File: src/rtl/pattern_pwm_pkg.sv
// Shared state encoding, default widths and config helpers for the multi-channel pattern PWM.
package pattern_pwm_pkg;

  typedef enum logic [1:0] {
    ST_IDLE = 2'd0,
    ST_BIT  = 2'd1,
    ST_GAP  = 2'd2,
    ST_END  = 2'd3
  } pwm_state_e;

  localparam int DEF_NUM_CH = 4;
  localparam int DEF_PAT_W  = 16;
  localparam int DEF_LEN_W  = 4;
  localparam int DEF_BIT_W  = 8;
  localparam int DEF_GAP_W  = 16;
  localparam int DEF_REP_W  = 8;

  // Lengths beyond the pattern register fall back to the full register.
  function automatic int clamp_len(int len, int max_len);
    return (len > max_len) ? max_len : len;
  endfunction

endpackage

File: src/rtl/pattern_pwm_ch.sv
// One pattern PWM engine: serialises a snapshotted bit pattern with bit time, gap and repeat
// control, plus graceful stop and immediate abort. All outputs are registered.
module pattern_pwm_ch
  import pattern_pwm_pkg::*;
#(
  parameter int PAT_W = DEF_PAT_W,
  parameter int LEN_W = DEF_LEN_W,
  parameter int BIT_W = DEF_BIT_W,
  parameter int GAP_W = DEF_GAP_W,
  parameter int REP_W = DEF_REP_W
) (
  input  logic             clk,
  input  logic             rst,
  input  logic             start,
  input  logic             stop,
  input  logic             abort,
  input  logic [PAT_W-1:0] pat,
  input  logic [LEN_W-1:0] pat_len,
  input  logic [BIT_W-1:0] bit_cycles,
  input  logic [GAP_W-1:0] gap_cycles,
  input  logic [REP_W-1:0] rep_num,
  input  logic             idle_level,
  output logic             pwm_out,
  output logic             busy,
  output logic             done
);

  pwm_state_e       state_q;
  logic [PAT_W-1:0] pat_q;
  logic [LEN_W-1:0] len_q, bit_idx_q, bit_idx_d, len_in;
  logic [BIT_W-1:0] bc_q, cyc_cnt_q;
  logic [GAP_W-1:0] gap_q, gap_cnt_q;
  logic [REP_W-1:0] rep_q, rep_cnt_q, rep_cnt_d;
  logic             idle_q, stop_pend_q, stop_pend_d;
  logic             pwm_q, busy_q, done_q;
  logic [PAT_W-1:0] nxt_pat;
  logic             last_bit, bit_done, rep_hit, gap_done;

  assign len_in = LEN_W'(clamp_len(int'(pat_len), PAT_W - 1));

  always_comb begin
    stop_pend_d = stop_pend_q | stop;
    // Saturate so a rep_num at the field maximum is still reachable.
    rep_cnt_d   = (rep_cnt_q == '1) ? rep_cnt_q : rep_cnt_q + 1'b1;
    bit_idx_d   = bit_idx_q + 1'b1;
    nxt_pat     = pat_q >> bit_idx_d;
    last_bit    = (bit_idx_q == len_q);
    bit_done    = (cyc_cnt_q == bc_q);
    rep_hit     = (rep_q != '0) && (rep_cnt_d == rep_q);
    gap_done    = (gap_cnt_q == gap_q - 1'b1);
  end

  always_ff @(posedge clk) begin
    if (rst) begin
      state_q     <= ST_IDLE;
      pwm_q       <= 1'b0;
      busy_q      <= 1'b0;
      done_q      <= 1'b0;
      stop_pend_q <= 1'b0;
      bit_idx_q   <= '0;
      cyc_cnt_q   <= '0;
      gap_cnt_q   <= '0;
      rep_cnt_q   <= '0;
      pat_q       <= '0;
      len_q       <= '0;
      bc_q        <= '0;
      gap_q       <= '0;
      rep_q       <= '0;
      idle_q      <= 1'b0;
    end else begin
      case (state_q)
        ST_IDLE: begin
          pwm_q  <= idle_level;
          busy_q <= 1'b0;
          done_q <= 1'b0;
          if (start && !abort) begin
            state_q     <= ST_BIT;
            pwm_q       <= pat[0];
            busy_q      <= 1'b1;
            pat_q       <= pat;
            len_q       <= len_in;
            bc_q        <= bit_cycles;
            gap_q       <= gap_cycles;
            rep_q       <= rep_num;
            idle_q      <= idle_level;
            bit_idx_q   <= '0;
            cyc_cnt_q   <= '0;
            gap_cnt_q   <= '0;
            rep_cnt_q   <= '0;
            stop_pend_q <= 1'b0;
          end
        end
        ST_BIT: begin
          stop_pend_q <= stop_pend_d;
          if (abort) begin
            state_q <= ST_END;
            busy_q  <= 1'b0;
            done_q  <= 1'b1;
            pwm_q   <= idle_q;
          end else if (!bit_done) begin
            cyc_cnt_q <= cyc_cnt_q + 1'b1;
          end else if (!last_bit) begin
            cyc_cnt_q <= '0;
            bit_idx_q <= bit_idx_d;
            pwm_q     <= nxt_pat[0];
          end else begin
            cyc_cnt_q <= '0;
            bit_idx_q <= '0;
            rep_cnt_q <= rep_cnt_d;
            if (stop_pend_d || rep_hit) begin
              state_q <= ST_END;
              busy_q  <= 1'b0;
              done_q  <= 1'b1;
              pwm_q   <= idle_q;
            end else if (gap_q != '0) begin
              state_q   <= ST_GAP;
              gap_cnt_q <= '0;
              pwm_q     <= idle_q;
            end else begin
              pwm_q <= pat_q[0];
            end
          end
        end
        ST_GAP: begin
          stop_pend_q <= stop_pend_d;
          // A stop arriving in the gap has no pattern left to finish.
          if (abort || stop_pend_d) begin
            state_q <= ST_END;
            busy_q  <= 1'b0;
            done_q  <= 1'b1;
            pwm_q   <= idle_q;
          end else if (gap_done) begin
            state_q <= ST_BIT;
            pwm_q   <= pat_q[0];
          end else begin
            gap_cnt_q <= gap_cnt_q + 1'b1;
          end
        end
        ST_END: begin
          state_q <= ST_IDLE;
          busy_q  <= 1'b0;
          done_q  <= 1'b0;
          pwm_q   <= idle_level;
        end
        default: state_q <= ST_IDLE;
      endcase
    end
  end

  assign pwm_out = pwm_q;
  assign busy    = busy_q;
  assign done    = done_q;

endmodule

File: src/rtl/pattern_pwm_mc.sv
// Multi-channel pattern PWM: NUM_CH independent engines; channel c owns bus slice [c*W +: W].
module pattern_pwm_mc
  import pattern_pwm_pkg::*;
#(
  parameter int NUM_CH = DEF_NUM_CH,
  parameter int PAT_W  = DEF_PAT_W,
  parameter int LEN_W  = DEF_LEN_W,
  parameter int BIT_W  = DEF_BIT_W,
  parameter int GAP_W  = DEF_GAP_W,
  parameter int REP_W  = DEF_REP_W
) (
  input  logic                    clk,
  input  logic                    rst,
  input  logic [NUM_CH-1:0]       start,
  input  logic [NUM_CH-1:0]       stop,
  input  logic [NUM_CH-1:0]       abort,
  input  logic [NUM_CH*PAT_W-1:0] pat,
  input  logic [NUM_CH*LEN_W-1:0] pat_len,
  input  logic [NUM_CH*BIT_W-1:0] bit_cycles,
  input  logic [NUM_CH*GAP_W-1:0] gap_cycles,
  input  logic [NUM_CH*REP_W-1:0] rep_num,
  input  logic [NUM_CH-1:0]       idle_level,
  output logic [NUM_CH-1:0]       pwm_out,
  output logic [NUM_CH-1:0]       busy,
  output logic [NUM_CH-1:0]       done
);

  for (genvar c = 0; c < NUM_CH; c++) begin : g_ch
    pattern_pwm_ch #(
      .PAT_W(PAT_W),
      .LEN_W(LEN_W),
      .BIT_W(BIT_W),
      .GAP_W(GAP_W),
      .REP_W(REP_W)
    ) u_ch (
      .clk       (clk),
      .rst       (rst),
      .start     (start[c]),
      .stop      (stop[c]),
      .abort     (abort[c]),
      .pat       (pat[c*PAT_W +: PAT_W]),
      .pat_len   (pat_len[c*LEN_W +: LEN_W]),
      .bit_cycles(bit_cycles[c*BIT_W +: BIT_W]),
      .gap_cycles(gap_cycles[c*GAP_W +: GAP_W]),
      .rep_num   (rep_num[c*REP_W +: REP_W]),
      .idle_level(idle_level[c]),
      .pwm_out   (pwm_out[c]),
      .busy      (busy[c]),
      .done      (done[c])
    );
  end

endmodule

File: config.mk
export PLATFORM = sky130hd
export DESIGN_NAME = pattern_pwm_mc
export DESIGN_NICKNAME = d
export VERILOG_FILES = /design/src/rtl/pattern_pwm_pkg.sv /design/src/rtl/pattern_pwm_ch.sv /design/src/rtl/pattern_pwm_mc.sv
export SDC_FILE = /design/constraint.sdc
export NUM_CORES = 1
export LEC_CHECK = 0
export ABC_AREA = 1
export CAP_MARGIN = 20
export CORE_UTILIZATION = 50
export DETAILED_ROUTE_END_ITERATION = 8
export PLACE_DENSITY = 0.72
export SYNTH_ARGS = -nofsm -noshare
export SYNTH_HDL_FRONTEND = slang
export SYNTH_SLANG_ARGS = --single-unit
export TNS_END_PERCENT = 10
File: constraint.sdc
create_clock -name clk -period 5.27 [get_ports clk]
set_input_delay 0.527 -clock clk [delete_from_list [all_inputs] [get_ports clk]]
set_output_delay 0.527 -clock clk [all_outputs]
set_load 0.02 [all_outputs]
==> impl_metrics.json, run 1 <==
{
  "status": "completed",
  "hp-start": "g_ch[0].u_ch.pat_q[9]",
  "ios": 238,
  "hold_buffers": 0,
  "max_slew.worst_pin.slew_ns": 0.940,
  "crit_fanout": 17,
  "gp_congestion": 0.930,
  "p_per_area_nw_per_um2": 440,
  "clk_latency_ns": 0.57,
  "clock_sinks": 380,
  "rsz0062_at_grt": "no",
  "clock_path_buffers": 3,
  "placedCellCount": 3968,
  "post_synth_num_cell_types": 58,
  "synth_area_um2": 22100,
  "tritoncts": "done",
  "crit_path_end_kind": "flop",
  "die_area_um2": 45000,
  "track_usage": 0.266,
  "synth_edf_count": 0,
  "drtIter0Drc": 1790,
  "r2r_slack_ns": 2.20,
  "grt_max_degree": 135,
  "required_ns": 5.69,
  "routed_wirelength_um": 60100,
  "die_w_um": 212,
  "worstPathArrival_ns": 3.49,
  "clkTransAtPathRegs_ns": 0.06,
  "critPathLaunch": "g_ch[0].u_ch.state_q[1]",
  "setup_viol": 0,
  "syn_inst": 3274,
  "routedWlPerCell_um": 14.9,
  "finalPower_w": 0.0115,
  "place_area_um2": 24600,
  "cts_resized": 0,
  "vias": 21700,
  "dp_hpwl_um": 43700,
  "ant_nets": 0,
  "routed_via_density": 5.37,
  "finalCriticalPeriod_ns": 3.07,
  "avgSynthCellArea_um2": 6.75,
  "timing.final.hold_violations": 0,
  "ir_drop_mv": 0.335,
  "tns_ns": 0,
  "num_rows": 76,
  "syn_to_final_growth_pct": 18.9,
  "final_area_um2": 26300,
  "synth_top_cell_area_share": 0.344,
  "ys.flop_type": "dfxtp_1",
  "grt_pass1_vias": 20400,
  "die_h_um": 212,
  "critPathKind": "flop to flop",
  "first_pass_iters": 7,
  "layoutNonFillerInstCount": 4046,
  "ys_warn_count": 0,
  "p_leak_nw": 10.6,
  "min_period_over_period": 0.582,
  "synth_top_cells_by_area": "dfxtp_1 34%, nand2_1 9.8%, nor2_1 8.3%",
  "rr_worst_depth": 8,
  "coreArea_um2": 43400,
  "synthesis.nets": 3548,
  "timing.rr.end": "g_ch[0].u_ch.gap_cnt_q[4]",
  "ys_seq_elements": 380,
  "hp-class": "flop to flop",
  "yosysSeqAreaShare": 0.344,
  "synth_top_cell_by_area": "dfxtp_1",
  "max_freq_ghz": 0.326,
  "start_util": 0.509,
  "grt_antenna_before_repair": 3,
  "async_reset_ff_frac": 0,
  "grt_pass1_wl_um": 99100,
  "drive_above_1_share": 0.0445,
  "finClkSkew_ns": 0.00803,
  "timing.rr.start": "g_ch[0].u_ch.state_q[1]",
  "htree_levels": 2,
  "max_cap_violations": 0,
  "clockRootBuffer": "clkbuf_16",
  "cts_setup_buffers": 0,
  "numCtsBuffers": 44,
  "crit_path_start_kind": "flop",
  "slew_viol_final": 0,
  "gr-total-overflow": 0,
  "min_path_cells": 2,
  "worstHoldEndpoint": "g_ch[0].u_ch.pat_q[9]",
  "final_nets": 3703,
  "port_buffers": 237,
  "drc": 0,
  "timing.slew.headroom": 0.369
}
-- synthesized netlist by cell type (48+ instances only) --
| cell type | n |
|---|---|
| nand2_1 | 578 |
| dfxtp_1 | 380 |
| inv_1 | 329 |
| a21oi_1 | 277 |
| xnor2_1 | 63 |
| xor2_1 | 135 |
| nor2_1 | 490 |
| ha_1 | 48 |
| nand4_1 | 92 |
| o21ai_0 | 293 |
| nand3_1 | 220 |
| clkbuf_1 | 107 |
-- worst max-delay path, cell delays in order (launching register included) --
cell and delay [ns]:
dfxtp_1 0.40, inv_1 0.13, ha_1 0.39, inv_1 0.27, nor2_1 0.15, nor4_4 0.84, nand3_2 0.50, nand2_1 0.17
a21oi_1 0.07
-- layout by cell type, fill, tap and decap left out, types with 13 or more instances in the layout --
cell and instances:
nor3_1 33, clkbuf_16 45, o211ai_1 16, dfxtp_1 380, clkdlybuf4s50_1 236, buf_4 13, nand4_1 92, nand2_1 578
xor2_1 135, xnor2_1 63, a21oi_1 277, nor2_1 490, nor2_2 13, inv_1 327, nand3_1 220, o21ai_0 293
nor4_1 18, a211oi_1 20, ha_1 48, nand2_2 14
-- report_power, final --
group / switching, W / leakage, nW / internal [W]
registers: 0.000463 / 3.11 / 0.00332
clock network: 0.00126 / 0.778 / 0.00215
logic: 0.00283 / 6.74 / 0.00152
total: 0.00455 / 10.6 / 0.00699
-- per-stage QoR --
step | hold slack [ns] | util | worst slack, ns
floorplan | 0.424 | - | 3.04
global placement | 0.433 | 0.568 | 2.12
detailed placement | 0.440 | 0.568 | 2.00
CTS | 0.449 | 0.605 | 2.24
global route | 0.476 | 0.606 | 1.82
finish | 0.451 | 0.606 | 2.20
-- flip-flops by register name, indices dropped and copies added, names as in the netlist, 8 cells and up --
name / flops
g_ch.u_ch.gap_cnt_q: 64
g_ch.u_ch.gap_q: 64
g_ch.u_ch.pat_q: 64
g_ch.u_ch.bc_q: 32
g_ch.u_ch.cyc_cnt_q: 32
g_ch.u_ch.rep_cnt_q: 32
g_ch.u_ch.rep_q: 32
g_ch.u_ch.bit_idx_q: 16
g_ch.u_ch.len_q: 16
g_ch.u_ch.state_q: 8
-- how the worst max path moves through the flow --
stage	to	slack [ns]	cells after the start
4_1_cts	g_ch[0].u_ch.gap_cnt_q[4]	2.24	8
5_1_grt	g_ch[0].u_ch.gap_cnt_q[5]	1.82	10
6_report	g_ch[0].u_ch.gap_cnt_q[4]	2.20	8
3_3_place_gp	g_ch[0].u_ch.gap_cnt_q[9]	2.12	11
3_5_place_dp	g_ch[0].u_ch.gap_cnt_q[4]	2.00	9
2_1_floorplan	g_ch[2].u_ch.rep_cnt_q[7]	3.04	13
-- metal layers --
layer | track usage | vias to the layer above | wire length [um]
met1 | 0.358 | 9981 | 28100
met3 | 0.0346 | 96 | 3270
met5 | 0 | - | 0
met4 | 0.0802 | 0 | 1430
met2 | 0.441 | 560 | 27300
li1 | - | 11100 | -
-- final cells by class --
class | instances | area (um2)
inverters | 335 | 1260
well taps | 585 | 732
multi-input cells | 2418 | 12600
fillers | 4002 | 17100
clock buffers | 54 | 1200
diodes | 2 | 5.00
flip-flops and latches | 380 | 7610
repair buffers | 250 | 2480
clock inverters | 22 | 404
-- cell families (layout without fill, tap and decap cells) --
kind of cell / after synthesis / in the layout / share of synthesized area
DFF: 380 / 380 / 0.344
buffers and inverters: 476 / 661 / 0.0868
and+or+nand+nor: 1521 / 1521 / 0.305
AOI/OAI and AO/OA: 650 / 650 / 0.157
other: 0 / 2 / 0
xor gates and xnor gates: 199 / 199 / 0.0795
adders and majority gates: 48 / 48 / 0.0272
Power figures use the tool's default switching activity.
==> inputs of run 2 (changes only) <==
==> constraint.sdc (replaced) <==
create_clock -name clk -period 3 [get_ports clk]
set_input_delay 0.3 -clock clk [delete_from_list [all_inputs] [get_ports clk]]
set_output_delay 0.3 -clock clk [all_outputs]
set_load 0.02 [all_outputs]
==> run 2 against run 1 <==
Global-route usage increased by 0.20 points. Sequential cell count unchanged. Largest cell class unchanged. Largest power group unchanged. First-iteration DRC count decreased by 8.3%. Wire length increased by 1.8%. Cell count increased by 0.82%. Non-clock buffer count increased by 29. Utilization increased by 0.26 points. Highest routed layer unchanged. Combinational power increased by 81%.
==> impl_metrics.json, run 2 (same netlist as run 1, synthesis figures left out) <==
{
  "finalCriticalPeriod_ns": 2.73,
  "clockRootBuffer": "clkbuf_16",
  "power.switching_w": 0.00801,
  "htree_levels": 2,
  "crit_path_end_kind": "flop",
  "worstHoldEndpoint": "g_ch[0].u_ch.rep_q[2]",
  "slew_viol_final": 0,
  "gp_congestion": 0.937,
  "die_area_um2": 45000,
  "finClkSkew_ns": 0.0177,
  "p_leak_nw": 10.7,
  "clock_sinks": 380,
  "grt_max_degree": 72,
  "finalPower_w": 0.0200,
  "port_buffers": 237,
  "clk_latency_ns": 0.57,
  "routedWlPerCell_um": 15.0,
  "pwr-share-comb": 0.393,
  "tns_ns": 0,
  "hp-class": "input pin to flop",
  "die_w_um": 212,
  "syn_to_final_growth_pct": 19.4,
  "vias": 21900,
  "gr-total-overflow": 0,
  "r2r_slack_ns": 0.27,
  "grt_pass1_wl_um": 99600,
  "p_int_w": 0.0120,
  "num_rows": 76,
  "hold_ws_ns": 0.294,
  "timing.rr.start": "g_ch[3].u_ch.state_q[0]",
  "cts_setup_buffers": 0,
  "ant_nets": 0,
  "rr_worst_depth": 12,
  "timing.final.hold_violations": 0,
  "max_slew.worst_pin.slew_ns": 1.04,
  "required_ns": 3.47,
  "p_per_area_nw_per_um2": 758,
  "top_regs": "g_ch.u_ch.gap_cnt_q (64), g_ch.u_ch.gap_q (64), g_ch.u_ch.pat_q (64)",
  "coreArea_um2": 43400,
  "drc": 0,
  "final_cell_mix": "578 x nand2_1, 490 x nor2_1, 380 x dfxtp_1, 326 x inv_1, 293 x o21ai_0",
  "clkTransAtPathRegs_ns": 0.06,
  "p_seq_frac": 0.332,
  "hold_buffers": 0,
  "start_util": 0.509,
  "timing.rr.end": "g_ch[3].u_ch.rep_cnt_q[2]",
  "ir_drop_mv": 0.483,
  "crit_fanout": 16,
  "drive_above_1_share": 0.0527,
  "final_nets": 3732,
  "ios": 238,
  "crit_path_start_kind": "flop",
  "worstPathArrival_ns": 3.20,
  "min_period_over_period": 0.909,
  "final_common_cell": "nand2_1",
  "max_freq_ghz": 0.367,
  "rsz0062_at_grt": "no",
  "placedCellCount": 3997,
  "clock_path_buffers": 3,
  "first_pass_iters": 7,
  "numCtsBuffers": 44,
  "status": "completed",
  "dp_hpwl_um": 44900,
  "routed_wirelength_um": 61200,
  "cts_resized": 0,
  "track_usage": 0.268,
  "routed_via_density": 5.37,
  "setup_viol": 0,
  "switching_share": 0.401,
  "fillerInstances": 4036,
  "critPathLaunch": "g_ch[3].u_ch.state_q[0]",
  "utilization": 0.608,
  "die_h_um": 212,
  "p_clk_frac": 0.275,
  "layoutNonFillerInstCount": 4079,
  "tritoncts": "done",
  "critPathKind": "flop to flop",
  "max_cap_violations": 0,
  "min_path_cells": 4,
  "timing.slew.headroom": 0.308,
  "drtIter0Drc": 1641,
  "grt_antenna_before_repair": 1,
  "grt_pass1_vias": 20400,
  "hp-start": "rst"
}
==> run 2: how the worst max path moves through the flow <==
stage / end / slack [ns] / cells past startpoint
2_1_floorplan: g_ch[2].u_ch.rep_cnt_q[7] / 0.77 / 13
6_report: g_ch[3].u_ch.rep_cnt_q[2] / 0.27 / 12
3_5_place_dp: g_ch[3].u_ch.rep_cnt_q[0] / 0.12 / 13
4_1_cts: g_ch[2].u_ch.rep_cnt_q[0] / 0.33 / 12
3_3_place_gp: g_ch[3].u_ch.rep_cnt_q[4] / 0.26 / 13
5_1_grt: g_ch[2].u_ch.rep_cnt_q[1] / 0.01 / 12
==> run 2: layout make-up <==
class,count,area (um2),share of cell area
Clock buffer,62,1280,0.0485
Tap cell,585,732,0.0278
Timing Repair Buffer,279,2720,0.103
Antenna cell,3,7.51,0.000285
Inverter,335,1260,0.0479
Multi-Input combinational cell,2418,12600,0.477
Clock inverter,17,191,0.00726
Sequential cell,380,7610,0.288
==> run 2: critical path, cell delays in order (launching register included) <==
cell	delay [ns]
dfxtp_1	0.38
inv_1	0.17
ha_1	0.18
inv_1	0.10
nor2_1	0.34
inv_1	0.11
o211ai_1	0.20
inv_1	0.17
nand2_1	0.16
inv_1	0.12
nand2_1	0.40
a21oi_1	0.09
a211oi_1	0.22
==> run 2: routing by layer <==
layer  vias to the layer above  wire length (um)  track usage  share of wire
met5                         -                 0            0              0
met4                         0              1630       0.0860          0.027
met3                        99              2980       0.0374          0.049
met2                       579             27800        0.436           0.46
met1                     10100             28700        0.364           0.47
li1                      11100                 -            -              -
==> run 2: power groups by stage <==
stage                     Sequential (W)  Clock [W]  Combinational, W
final                            0.00664    0.00549           0.00786
after global routing             0.00674    0.00581           0.00885
after CTS                        0.00662    0.00561           0.00781
after detailed placement         0.00671          0           0.00776
after global placement           0.00669          0           0.00758
after floorplan                  0.00641          0           0.00599
==> run 2: through the flow <==
step / setup WS [ns] / cell area (um2)
floorplan: 0.766 / 22100
global placement: 0.263 / 24900
detailed placement: 0.120 / 24900
CTS: 0.329 / 26400
global route: 0.00959 / 26400
finish: 0.273 / 26400
==> inputs of run 3 (changes only) <==
--- a/config.mk
+++ b/config.mk
@@ -6,7 +6,7 @@
 export NUM_CORES = 1
 export LEC_CHECK = 0
 export ABC_AREA = 1
-export CAP_MARGIN = 20
+export CORE_MARGIN = 3
 export CORE_UTILIZATION = 50
 export DETAILED_ROUTE_END_ITERATION = 8
 export PLACE_DENSITY = 0.72
==> run 3 against run 2 <==
Sequential share of layout area shrank 0.063 points. Clock power grew 3%. Clock skew shrank 0.0035 ns. Power grew 0.65%.
==> impl_metrics.json, run 3 (same netlist as run 1, synthesis figures left out) <==
{
  "start_util": 0.509,
  "clock_sinks": 380,
  "rsz0062_at_grt": "no",
  "worstHoldEndpoint": "g_ch[3].u_ch.done",
  "num_rows": 76,
  "routedWlPerCell_um": 14.8,
  "final_cell_mix": "578 x nand2_1, 489 x nor2_1, 380 x dfxtp_1, 326 x inv_1, 293 x o21ai_0",
  "hold_buffers": 0,
  "ant_nets": 0,
  "timing.final.hold_violations": 0,
  "slew_viol_final": 0,
  "timing.slew.headroom": 0.558,
  "rr_worst_depth": 16,
  "track_usage": 0.253,
  "finalWorstSetupSlack_ns": 0.377,
  "tns_ns": 0,
  "coreArea_um2": 43400,
  "gr-total-overflow": 0,
  "pre_cts_slack_ns": 0.205,
  "die_w_um": 216,
  "placedCellCount": 3998,
  "final_common_cell": "nand2_1",
  "r2r_slack_ns": 0.38,
  "clock_path_buffers": 3,
  "finClkSkew_ns": 0.0142,
  "top_regs": "g_ch.u_ch.gap_cnt_q (64), g_ch.u_ch.gap_q (64), g_ch.u_ch.pat_q (64)",
  "routed_wirelength_um": 60600,
  "gp_congestion": 0.912,
  "worstPathArrival_ns": 3.06,
  "p_leak_nw": 10.7,
  "grt_max_degree": 59,
  "syn_to_final_growth_pct": 19.6,
  "max_freq_ghz": 0.381,
  "crit_chain": "ha_1 -> inv_1 -> nor2_4 -> nand2_4 -> nand2_1 -> nand3_1 -> nand2_1 -> inv_1 -> nand2_1 -> nor2_1 -> nand3_2 -> nand2_2 -> o21ai_4 -> nand3_4 -> o21ai_0 -> nor2_1",
  "critPathKind": "flop to flop",
  "ios": 238,
  "p_per_area_nw_per_um2": 761,
  "slowest_delay_ns": 0.48,
  "critPathLaunch": "g_ch[3].u_ch.rep_cnt_q[0]",
  "setup_viol": 0,
  "cpMaxStageDelayCell": "dfxtp_1",
  "clkTransAtPathRegs_ns": 0.06,
  "routed_via_density": 5.37,
  "drive_above_1_share": 0.0541,
  "numCtsBuffers": 45,
  "crit_fanout": 18,
  "hp-class": "input pin to flop",
  "htree_levels": 2,
  "min_path_cells": 4,
  "die_h_um": 216,
  "final_nets": 3734,
  "dp_hpwl_um": 44800,
  "max_cap_violations": 0,
  "layoutNonFillerInstCount": 4081,
  "clk_latency_ns": 0.56,
  "grt_pass1_vias": 21000,
  "timing.rr.start": "g_ch[3].u_ch.rep_cnt_q[0]",
  "die_area_um2": 46700,
  "hp-start": "rst",
  "cpMostUsedCell": "nand2_1",
  "drc": 0,
  "first_pass_iters": 5,
  "max_slew.worst_pin.slew_ns": 0.662,
  "crit_path_end_kind": "flop",
  "tritoncts": "done",
  "finalCriticalPeriod_ns": 2.62,
  "grt_pass1_wl_um": 101000,
  "hold_ws_ns": 0.225,
  "timing.rr.end": "g_ch[3].u_ch.gap_cnt_q[1]",
  "status": "completed",
  "finalPower_w": 0.0201,
  "port_buffers": 237,
  "drtIter0Drc": 1714,
  "min_period_over_period": 0.874,
  "required_ns": 3.43,
  "grt_antenna_before_repair": 4,
  "vias": 21900,
  "clockRootBuffer": "clkbuf_16",
  "crit_path_start_kind": "flop",
  "ir_drop_mv": 0.453
}
## run 3: cell count changes in the layout (fill, tap and decap cells not counted), moves of 2 or more
cell,before,now
clkinvlp_4,1,3
bufinv_16,4,6
clkbuf_1,8,6
buf_4,40,42
clkbuf_8,9,7
## run 3: cell type report
type                       count  area (um2)
sequential                   380        7610
tap                          585         732
timing repair buffer         280        2720
fill                        4031       16900
clock buffer                  58        1240
antenna                        3        7.51
inverter                     335        1260
multi-input combinational   2418       12600
clock inverter                22         279
## run 3: repair_timing
item | 4_1_cts | 5_1_grt
setup buffers | 0 | 0
endpoints found under the setup margin | 0 | 7
resized for setup | 0 | 3
## run 3: worst max path at each step
stage | depth (start not counted) | endpoint | slack [ns]
finish | 16 | g_ch[3].u_ch.gap_cnt_q[1] | 0.38
detailed placement | 13 | g_ch[2].u_ch.rep_cnt_q[4] | 0.20
floorplan | 13 | g_ch[2].u_ch.rep_cnt_q[7] | 0.77
CTS | 12 | g_ch[2].u_ch.rep_cnt_q[1] | 0.30
global route | 14 | g_ch[0].u_ch.gap_cnt_q[10] | 0.04
global placement | 13 | g_ch[2].u_ch.rep_cnt_q[3] | 0.33
## run 3: critical path, delay by kind of cell, from the launching register on
family	cells	cell delay [ns]
compound gates	2	0.40
fa+ha+maj	1	0.27
buf+inv	2	0.12
flops	1	0.48
simple gates	11	1.23
## run 3: layer usage
layer  vias to the layer above  global-route usage  share of wire
met3                        96              0.0426          0.057
li1                      11100                   -              -
met5                         -                   0        0.00017
met1                     10100               0.337           0.46
met2                       586               0.425           0.46
met4                         2              0.0678          0.023
## run 3: metrics by stage
step | cell area (um2) | utilization
6_report | 26400 | 0.610
5_1_grt | 26400 | 0.610
4_1_cts | 26400 | 0.609
3_5_place_dp | 24900 | 0.574
3_3_place_gp | 24900 | 0.574
2_1_floorplan | 22100 | -
## run 3: where the power goes
group          total, W  switching (W)  internal (W)
combinational   0.00787        0.00503       0.00284
sequential      0.00660       0.000776       0.00582
clock           0.00565        0.00221       0.00345
